<file path="src/rtl/demux_burst_scheduler.sv">
// demux_burst_scheduler
// Feeds the 8-bit 1-to-4 demultiplexer from a valid/ready byte stream.
// A one-entry output register holds the byte and its channel select.
// Bursts of BURST bytes either rotate over channels A..D or stay on cfg_sel.
// A burst is never split across channels.
// A stalled channel stalls the whole stream; no channel is ever skipped.

module demux_burst_scheduler #(
    parameter int BURST = 4,
    parameter int CNT_W = 8
) (
    input  logic       clk,
    input  logic       rst_n,
    input  logic       mode,
    input  logic [1:0] cfg_sel,
    input  logic [7:0] in_data,
    input  logic       in_valid,
    output logic       in_ready,
    output logic [7:0] out_data,
    output logic [1:0] out_sel,
    output logic [3:0] out_valid,
    input  logic [3:0] out_ready,
    output logic       burst_done
);

    typedef enum logic {
        ST_IDLE  = 1'b0,
        ST_BURST = 1'b1
    } state_t;

    localparam logic [CNT_W-1:0] LAST_CNT = CNT_W'(BURST - 1);
    localparam logic [CNT_W-1:0] CNT_ONE  = CNT_W'(1);

    state_t           state_q;
    state_t           state_d;
    logic [1:0]       ptr_q;
    logic [1:0]       ptr_d;
    logic [CNT_W-1:0] cnt_q;
    logic [CNT_W-1:0] cnt_d;
    logic             mode_q;
    logic             mode_d;

    logic             vld_p0;
    logic [7:0]       data_p0;
    logic [1:0]       sel_p0;
    logic             done_p0;

    logic             accept;
    logic             drain;
    logic             last_beat;
    logic [1:0]       sel_src;

    // One-hot channel valid for a given select value
    function automatic logic [3:0] sel_onehot(input logic [1:0] s);
        return 4'b0001 << s;
    endfunction

    // State register
    always_ff @(posedge clk or negedge rst_n) begin
        if (!rst_n) begin
            state_q <= ST_IDLE;
        end else begin
            state_q <= state_d;
        end
    end

    // Next-state logic: a burst is closed only by the accept of its final byte
    always_comb begin
        state_d = state_q;
        case (state_q)
            ST_IDLE:  if (accept && !last_beat) state_d = ST_BURST;
            ST_BURST: if (accept && last_beat)  state_d = ST_IDLE;
        endcase
    end

    // Handshake, channel source and pointer/counter updates
    always_comb begin
        drain     = vld_p0 && out_ready[sel_p0];
        in_ready  = !vld_p0 || out_ready[sel_p0];
        accept    = in_valid && in_ready;
        last_beat = (cnt_q == LAST_CNT);
        sel_src   = ptr_q;
        ptr_d     = ptr_q;
        cnt_d     = cnt_q;
        mode_d    = mode_q;
        case (state_q)
            ST_IDLE: begin
                // Only IDLE looks at mode/cfg_sel, so a running burst ignores them
                if (mode) begin
                    sel_src = cfg_sel;
                    ptr_d   = cfg_sel;
                end
                if (accept) begin
                    mode_d = mode;
                    if (last_beat) begin
                        cnt_d = '0;
                        if (!mode) ptr_d = ptr_q + 2'd1;
                    end else begin
                        cnt_d = cnt_q + CNT_ONE;
                    end
                end
            end
            ST_BURST: begin
                if (accept) begin
                    if (last_beat) begin
                        cnt_d = '0;
                        if (!mode_q) ptr_d = ptr_q + 2'd1;
                    end else begin
                        cnt_d = cnt_q + CNT_ONE;
                    end
                end
            end
        endcase
    end

    // Control registers: pointer, burst counter, burst mode, full flag, done pulse
    always_ff @(posedge clk or negedge rst_n) begin
        if (!rst_n) begin
            ptr_q   <= 2'd0;
            cnt_q   <= '0;
            mode_q  <= 1'b0;
            vld_p0  <= 1'b0;
            done_p0 <= 1'b0;
        end else begin
            ptr_q   <= ptr_d;
            cnt_q   <= cnt_d;
            mode_q  <= mode_d;
            vld_p0  <= accept || (vld_p0 && !drain);
            done_p0 <= accept && last_beat;
        end
    end

    // Output data register: reloads on every accept, holds otherwise
    always_ff @(posedge clk or negedge rst_n) begin
        if (!rst_n) begin
            data_p0 <= 8'd0;
            sel_p0  <= 2'd0;
        end else if (accept) begin
            data_p0 <= in_data;
            sel_p0  <= sel_src;
        end
    end

    assign out_data   = data_p0;
    assign out_sel    = sel_p0;
    assign out_valid  = vld_p0 ? sel_onehot(sel_p0) : 4'b0000;
    assign burst_done = done_p0;

endmodule

</file>
<file path="config.mk">
export PLATFORM = sky130hd
export DESIGN_NAME = demux_burst_scheduler
export DESIGN_NICKNAME = d
export VERILOG_FILES = /design/src/rtl/demux_burst_scheduler.sv
export SDC_FILE = /design/constraint.sdc
export NUM_CORES = 1
export LEC_CHECK = 0
export BUFFER_PORTS_ARGS = -buffer_cell sky130_fd_sc_hd__buf_4
export CELL_PAD_IN_SITES_DETAIL_PLACEMENT = 0
export CELL_PAD_IN_SITES_GLOBAL_PLACEMENT = 1
export CORE_ASPECT_RATIO = 0.75
export CORE_MARGIN = 2
export CORE_UTILIZATION = 41
export CTS_CLUSTER_SIZE = 8
export DETAILED_ROUTE_END_ITERATION = 8
export HOLD_SLACK_MARGIN = 0.15
export PLACE_DENSITY_LB_ADDON = 0.1
export SLEW_MARGIN = 0
export SYNTH_ARGS = -nofsm -noshare
export SYNTH_HDL_FRONTEND = slang
export SYNTH_SLANG_ARGS = --single-unit
</file>
<file path="constraint.sdc">
create_clock -name clk -period 4 [get_ports clk]
set_input_delay 0.2 -clock clk [delete_from_list [all_inputs] [get_ports clk]]
set_output_delay 0.2 -clock clk [all_outputs]
set_load 0.05 [all_outputs]
</file>
==> results of run 1 <==
## area by class of cell
class | instances | area share, %
inverters | 3 | 0.713
well taps | 36 | 2.85
repair buffers | 42 | 21.4
flip-flops and latches | 24 | 38.0
clock buffers | 3 | 2.61
multi-input cells | 90 | 34.4
## power groups by stage
stage,combinational (uW),sequential (uW),clock [uW]
floorplan,345,576,0
global placement,662,420,0
detailed placement,670,426,0
CTS,678,421,145
finish,671,421,139
global route,725,436,153
## kinds of logic (layout without fill, tap and decap cells)
| group | Yosys count | count (layout) | synth area share [%] |
|---|---|---|---|
| buf+inv | 7 | 48 | 3.89 |
| xor+xnor | 5 | 5 | 3.68 |
| flops | 24 | 24 | 50.4 |
| compound gates | 11 | 11 | 7.77 |
| mux | 6 | 6 | 5.99 |
| fa+ha+maj | 1 | 1 | 1.05 |
| simple gates | 67 | 67 | 27.2 |
## through the flow
| step | instance area [um^2] | util (%) | instances | hold WS (ns) | setup slack (ns) |
|---|---|---|---|---|---|
| after global routing | 1580 | 58.9 | 198 | 0.197 | 1.71 |
| after detailed placement | 1450 | 54.0 | 186 | 0.119 | 1.86 |
| after CTS | 1580 | 58.9 | 198 | 0.171 | 1.86 |
| after global placement | 1450 | 54.0 | 186 | 0.119 | 1.95 |
| final | 1580 | 58.9 | 198 | 0.181 | 1.87 |
| after floorplan | 1190 | - | 121 | -0.0956 | 1.82 |
## worst register-to-register path: cells and delay by family, from the launching register on
family,cells,cell delay [ns]
and+or+nand+nor,2,0.76
muxes,2,0.50
AOI/OAI and AO/OA,1,0.30
DFF,1,0.47
## state kept, by name, indices dropped and copies added, names as in the netlist, named ones only
signal and count:
cnt_q 8, out_data 8, out_sel 2, ptr_q 2, burst_done 1, mode_q 1, vld_p0 1
## routing by layer
layer	routed length [um]	vias up	global-route usage [%]
li1	-	492	-
met1	1260	435	22.6
met2	1200	31	29.0
met3	166	2	5.38
met4	13	0	4.76
met5	0	-	0
## synth_stat cells (all sizes together)
cell type,n,area share [%]
xnor2,5,3.7
mux2i,3,2.5
nor2,7,2.2
dfrtp,24,50
and3,4,2.2
ha,1,1.1
buf,4,2.9
inv,3,0.95
a31oi,2,1.1
nand3,6,2.5
nor3b,1,0.63
o31ai,1,0.63
mux2,3,3.5
a21oi,1,0.42
nor4,1,1.1
nand2b,2,1.1
a311oi,1,0.74
o21ai,3,1.3
and4b,1,0.84
a221oi,1,1.3
and2,5,2.6
nand2,33,10
nor2b,4,2.1
o211ai,1,0.63
nand4,3,1.6
a22oi,1,1.8
## worst max path at each step
stage          slack, ns                   end                   start
2_1_floorplan       1.82  cnt_q[2]$_DFFE_PN0N_  out_sel[1]$_DFFE_PN0N_
3_3_place_gp        1.95  cnt_q[2]$_DFFE_PN0N_  out_sel[1]$_DFFE_PN0N_
3_5_place_dp        1.86  cnt_q[2]$_DFFE_PN0N_  out_sel[1]$_DFFE_PN0N_
4_1_cts             1.86  cnt_q[2]$_DFFE_PN0N_  out_sel[1]$_DFFE_PN0N_
5_1_grt             1.71  cnt_q[2]$_DFFE_PN0N_  out_sel[1]$_DFFE_PN0N_
6_report            1.87  cnt_q[2]$_DFFE_PN0N_  out_sel[1]$_DFFE_PN0N_
## repair_timing
item,CTS,global route
endpoints found under the hold margin,32,0
resized for setup,0,0
setup endpoints to repair,0,0
hold buffers,9,0
==> PnR_summary.wiki, run 1 <==
{| class="wikitable"
! Metric !! Value
|-
| Status || finished clean
|-
| Pins over their slew limit || 0
|-
| Worst hold-check path type || input port to register
|-
| Total die area || 3360 um^2
|-
| Crit share post-route || 53.2%
|-
| Number of buffer and inverter instances along the worst setup path || 0
|-
| Number of distinct library cells after synthesis || 31
|-
| Via count of the first global-routing pass || 952
|-
| Rows || 16
|-
| TritonCTS clock tree || done
|-
| Filler cells || 254
|-
| Clock slew seen by the registers of the worst setup and hold paths || 0.08 ns
|-
| Kind of start point of the critical path || register
|-
| Net switching component of the power || 599 uW
|-
| Worst hold path endpoint || ptr_q[0]$_DFFE_PN0P_
|-
| Total area of multi-input combinational cells || 544 um^2
|-
| Reg-to-reg critical path startpoint || out_sel[1]$_DFFE_PN0N_
|-
| Post-Synthesis Cell Area || 1190 um^2
|-
| Cell at the slowest stage of the critical path || sky130_fd_sc_hd__and2_1
|-
| Switching Share || 48.7%
|-
| Sequential cell area in the final layout || 601 um^2
|-
| Height of the die || 50.7 um
|-
| Crit. End Element || register
|-
| Maximum count of clock buffers along a single path || 2
|-
| Total clock buffers created by CTS || 3
|-
| Syn Area/Cell || 9.84 um^2
|-
| Maximum number of pins on one net before global-route repair || 25
|-
| WP data required || 4.16 ns
|-
| Critical path class || register to register
|-
| Cells after synthesis || 121
|-
| Routed via count || 960
|-
| Post-synthesis to final-layout area growth || 32.7%
|-
| R2R Setup Slk || 1.87 ns
|-
| Crit. path cell count || 5
|-
| Maximum VDD drop || 332 uV
|-
| HPWL after DPL || 1.87 mm
|-
| Largest fanout on the critical path || 18
|-
| Pwr/cell area || 779 nW/um^2
|-
| Initial antenna violation count || 0
|-
| Setup repair after global routing missed its margin || false
|-
| Max Freq || 470 MHz
|-
| # DRC || 0
|-
| Skew-Pair Late Insertion Delay || 0.26 ns
|-
| Sequential power share || 34.2%
|-
| Final sum of negative setup slack || 0 ns
|-
| Leakage || 0.000791 uW
|-
| Highest cell delay on the worst timing path || 0.59 ns
|-
| Drt via density || 4.85
|-
| Wire length of the first global-routing pass || 4.35 mm
|-
| Count of nets left with antenna violations after detail routing || 0
|-
| Post CTS Setup Buffer Count || 0
|-
| Effective utilization at floorplan || 44.4%
|-
| Routability Congestion || 0.813
|-
| Global-route congestion overflow total || 0
|-
| Slew at the pin closest to its max-slew limit || 0.651 ns
|-
| Tightest slew margin relative to the limit || 56.6%
|-
| Number of register bits inferred by synthesis || 24
|-
| Count of TritonRoute iterations in the first routing pass || 4
|-
| Placeable Area || 2680 um^2
|-
| Count of maximum capacitance violations || 0
|-
| Number of cells on the worst reg-to-reg path || 5
|-
| Data arrival time of the critical path || 2.28 ns
|-
| Depth of the CTS H-tree || 1
|-
| Final Total Pwr || 1230 uW
|-
| Worst reg2reg endpoint || cnt_q[2]$_DFFE_PN0N_
|-
| Hold path start || cfg_sel[0]
|-
| Most used cells in the layout excluding fill and tap cells || sky130_fd_sc_hd__nand2_1, sky130_fd_sc_hd__buf_4, sky130_fd_sc_hd__dfrtp_1
|-
| All-Layer GR Usage || 17.7%
|-
| Worst hold path depth || 3
|-
| Number of port buffers || 33
|-
| Diode count || 0
|-
| Final setup vio count || 0
|-
| Number of hold-slack violations in the final timing report || 0
|-
| Number of warnings issued by yosys || 0
|-
| Total I/O pin count || 34
|-
| Sequential cell area fraction in the yosys report || 50.4%
|-
| Clock skew after layout || 0.00260 ns
|-
| Clock Root Buffer || sky130_fd_sc_hd__clkbuf_8
|-
| Power Internal || 632 uW
|-
| Post-detailed-route wirelength per cell || 13.3 um
|-
| Clock Sinks || 24
|-
| Fraction of final layout cells sized beyond drive strength 1 || 25.9%
|-
| Horizontal die dimension || 66.2 um
|-
| Number of nets in the finished design || 183
|-
| DRC violation total after the first TritonRoute iteration || 46
|-
| CP delay by family, top || simple AND/OR/NAND/NOR gates
|-
| Total wire length || 2.64 mm
|-
| Net count after synthesis || 140
|-
| Combinational share of power || 54.5%
|-
| Clock group share of total power || 11.3%
|-
| Ordered cell list for the critical path || mux2i_1, a22oi_4, and2_1, nand2_1, mux2_4
|-
| Final critical delay including setup and external delays || 2.13 ns
|}
No activity file was read; power rests on OpenSTA's default activity.
==> run 2: changes to the inputs <==
- CORE_UTILIZATION: 41 -> 38
- clock period: 4 -> 2.1 ns (I/O delays scaled with it)
==> PnR_summary.wiki, run 2 (same netlist as run 1, synthesis figures left out) <==
{| class="wikitable"
! Metric !! Value
|-
| Total clock buffers created by CTS || 3 (unchanged)
|-
| Clock Root Buffer || sky130_fd_sc_hd__clkbuf_8
|-
| Slew at the pin closest to its max-slew limit || 0.438 ns (-0.213 ns)
|-
| Initial antenna violation count || 0 (unchanged)
|-
| Depth of the CTS H-tree || 1 (unchanged)
|-
| Via count of the first global-routing pass || 905 (-4.9%)
|-
| R2R Setup Slk || 0.32 ns (-1.55 ns)
|-
| Maximum number of pins on one net before global-route repair || 25 (unchanged)
|-
| Rows || 17 (+1)
|-
| Clock skew after layout || 0.00713 ns (+0.00453 ns)
|-
| Final setup vio count || 0 (unchanged)
|-
| Highest cell delay on the worst timing path || 0.47 ns (-0.12 ns)
|-
| Count of TritonRoute iterations in the first routing pass || 4 (unchanged)
|-
| Fraction of final layout cells sized beyond drive strength 1 || 27.2% (+1.3 points)
|-
| Wire length of the first global-routing pass || 4.11 mm (-5.5%)
|-
| Most used cells in the layout excluding fill and tap cells || sky130_fd_sc_hd__buf_4, sky130_fd_sc_hd__nand2_1, sky130_fd_sc_hd__dfrtp_1
|-
| Pins over their slew limit || 0 (unchanged)
|-
| Maximum count of clock buffers along a single path || 2 (unchanged)
|-
| Leakage || 0.000823 uW (+4.0%)
|-
| Max Freq || 560 MHz (+19%)
|-
| Data arrival time of the critical path || 1.94 ns (-0.34 ns)
|-
| Crit share post-route || 85.0% (+32 points)
|-
| Count of nets left with antenna violations after detail routing || 0 (unchanged)
|-
| Most common cell after layout, fill and taps aside || sky130_fd_sc_hd__buf_4
|-
| Total wire length || 2.47 mm (-6.3%)
|-
| Post-place setup slack || 0.332 ns (-1.53 ns)
|-
| Status || finished clean
|-
| Critical path class || register to register
|-
| Number of port buffers || 33 (unchanged)
|-
| Post-synthesis to final-layout area growth || 38.8%
|-
| Final sum of negative setup slack || 0 ns (unchanged)
|-
| Effective utilization at floorplan || 40.3% (-4.1 points)
|-
| Placeable Area || 2960 um^2 (+10%)
|-
| Tightest slew margin relative to the limit || 70.7% (+14 points)
|-
| Routability Congestion || 0.887 (+9.2%)
|-
| # DRC || 0 (unchanged)
|-
| Worst Setup Slack, final || 0.315 ns (-1.55 ns)
|-
| Ordered cell list for the critical path || mux2i_1, a22oi_4, and2_1, nand2_1, mux2_4
|-
| Pwr/cell area || 1460 nW/um^2 (+87%)
|-
| HPWL after DPL || 1.81 mm (-3.6%)
|-
| Setup repair after global routing missed its margin || false
|-
| Final critical delay including setup and external delays || 1.78 ns (-0.345 ns)
|-
| Crit. End Element || register
|-
| DRC violation total after the first TritonRoute iteration || 37 (-20%)
|-
| Global-route congestion overflow total || 0 (unchanged)
|-
| Filler cells || 276 (+8.7%)
|-
| Number of resized instances in the post-cts repair step || 0 (unchanged)
|-
| Routed via count || 1007 (+4.9%)
|-
| Skew-Pair Late Insertion Delay || 0.26 ns (about the same)
|-
| Total die area || 3600 um^2 (+7.3%)
|-
| Drt via density || 4.86 (+0.34%)
|-
| Clock Sinks || 24 (unchanged)
|-
| Maximum VDD drop || 833 uV (+150%)
|-
| Height of the die || 52.5 um (+3.6%)
|-
| Kind of start point of the critical path || register
|-
| Cell at the slowest stage of the critical path || sky130_fd_sc_hd__dfrtp_2
|-
| Number of hold-slack violations in the final timing report || 0 (unchanged)
|-
| Post-detailed-route wirelength per cell || 11.9 um (-10%)
|-
| WP data required || 2.26 ns (-1.90 ns)
|-
| Diode count || 0 (unchanged)
|-
| Post CTS Setup Buffer Count || 0 (unchanged)
|-
| CP delay by family, top || multiplexers
|-
| Clock slew seen by the registers of the worst setup and hold paths || 0.08 ns (about the same)
|-
| Largest fanout on the critical path || 8 (-10)
|-
| Number of buffer and inverter instances along the worst setup path || 0 (unchanged)
|-
| All-Layer GR Usage || 15.4% (-2.3 points)
|-
| Worst hold-check path type || input port to asynchronous set/reset pin
|-
| Number of nets in the finished design || 189 (+3.3%)
|-
| Count of hold-fix buffers inserted at cts || 13 (+4)
|-
| Horizontal die dimension || 68.7 um (+3.6%)
|-
| Count of maximum capacitance violations || 0 (unchanged)
|-
| Total I/O pin count || 34 (unchanged)
|-
| TritonCTS clock tree || done
|}
run 2: report_power, final:
group	internal, uW	switching [uW]
combinational	460	839
clock	167	139
sequential	639	167
total	1270	1140
run 2: final timing paths:
kind,from,end,cells past startpoint
setup / recovery,out_sel[1]$_DFFE_PN0N_,cnt_q[2]$_DFFE_PN0N_,5
hold / removal,rst_n,cnt_q[2]$_DFFE_PN0N_,2
setup reg to reg,out_sel[1]$_DFFE_PN0N_,cnt_q[2]$_DFFE_PN0N_,5
hold reg to reg,out_data[5]$_DFFE_PN0N_,out_data[5]$_DFFE_PN0N_,2
max in group asynchronous,rst_n,out_sel[1]$_DFFE_PN0N_,2
min in group clk,out_ready[0],vld_p0$_DFF_PN0_,4
run 2: area by class of cell:
| type | instances | area [um^2] | area share [%] |
|---|---|---|---|
| Sequential cell | 24 | 602 | 36.4 |
| Multi-Input combinational cell | 90 | 544 | 32.9 |
| Timing Repair Buffer | 48 | 393 | 23.8 |
| Clock buffer | 4 | 55.1 | 3.33 |
| Tap cell | 38 | 47.5 | 2.88 |
| Inverter | 3 | 11.3 | 0.681 |
run 2: per-stage QoR:
stage	area (um^2)	total power [uW]	std cells	util (%)	hold WS [ns]
floorplan	1190	1760	121	-	-0.191
global placement	1470	2080	190	49.6	0.0230
detailed placement	1470	2110	190	49.6	0.0222
CTS	1650	2440	207	55.9	0.270
global route	1650	2590	207	55.9	0.298
finish	1650	2410	207	55.9	0.270
run 2: layer usage:
metal | GRT usage [%] | wire length, um | up-vias
li1 | - | - | 504
met1 | 20.0 | 1180 | 477
met2 | 25.3 | 1140 | 26
met3 | 4.73 | 147 | 0
met4 | 2.67 | 0 | 0
met5 | 0 | 0 | -
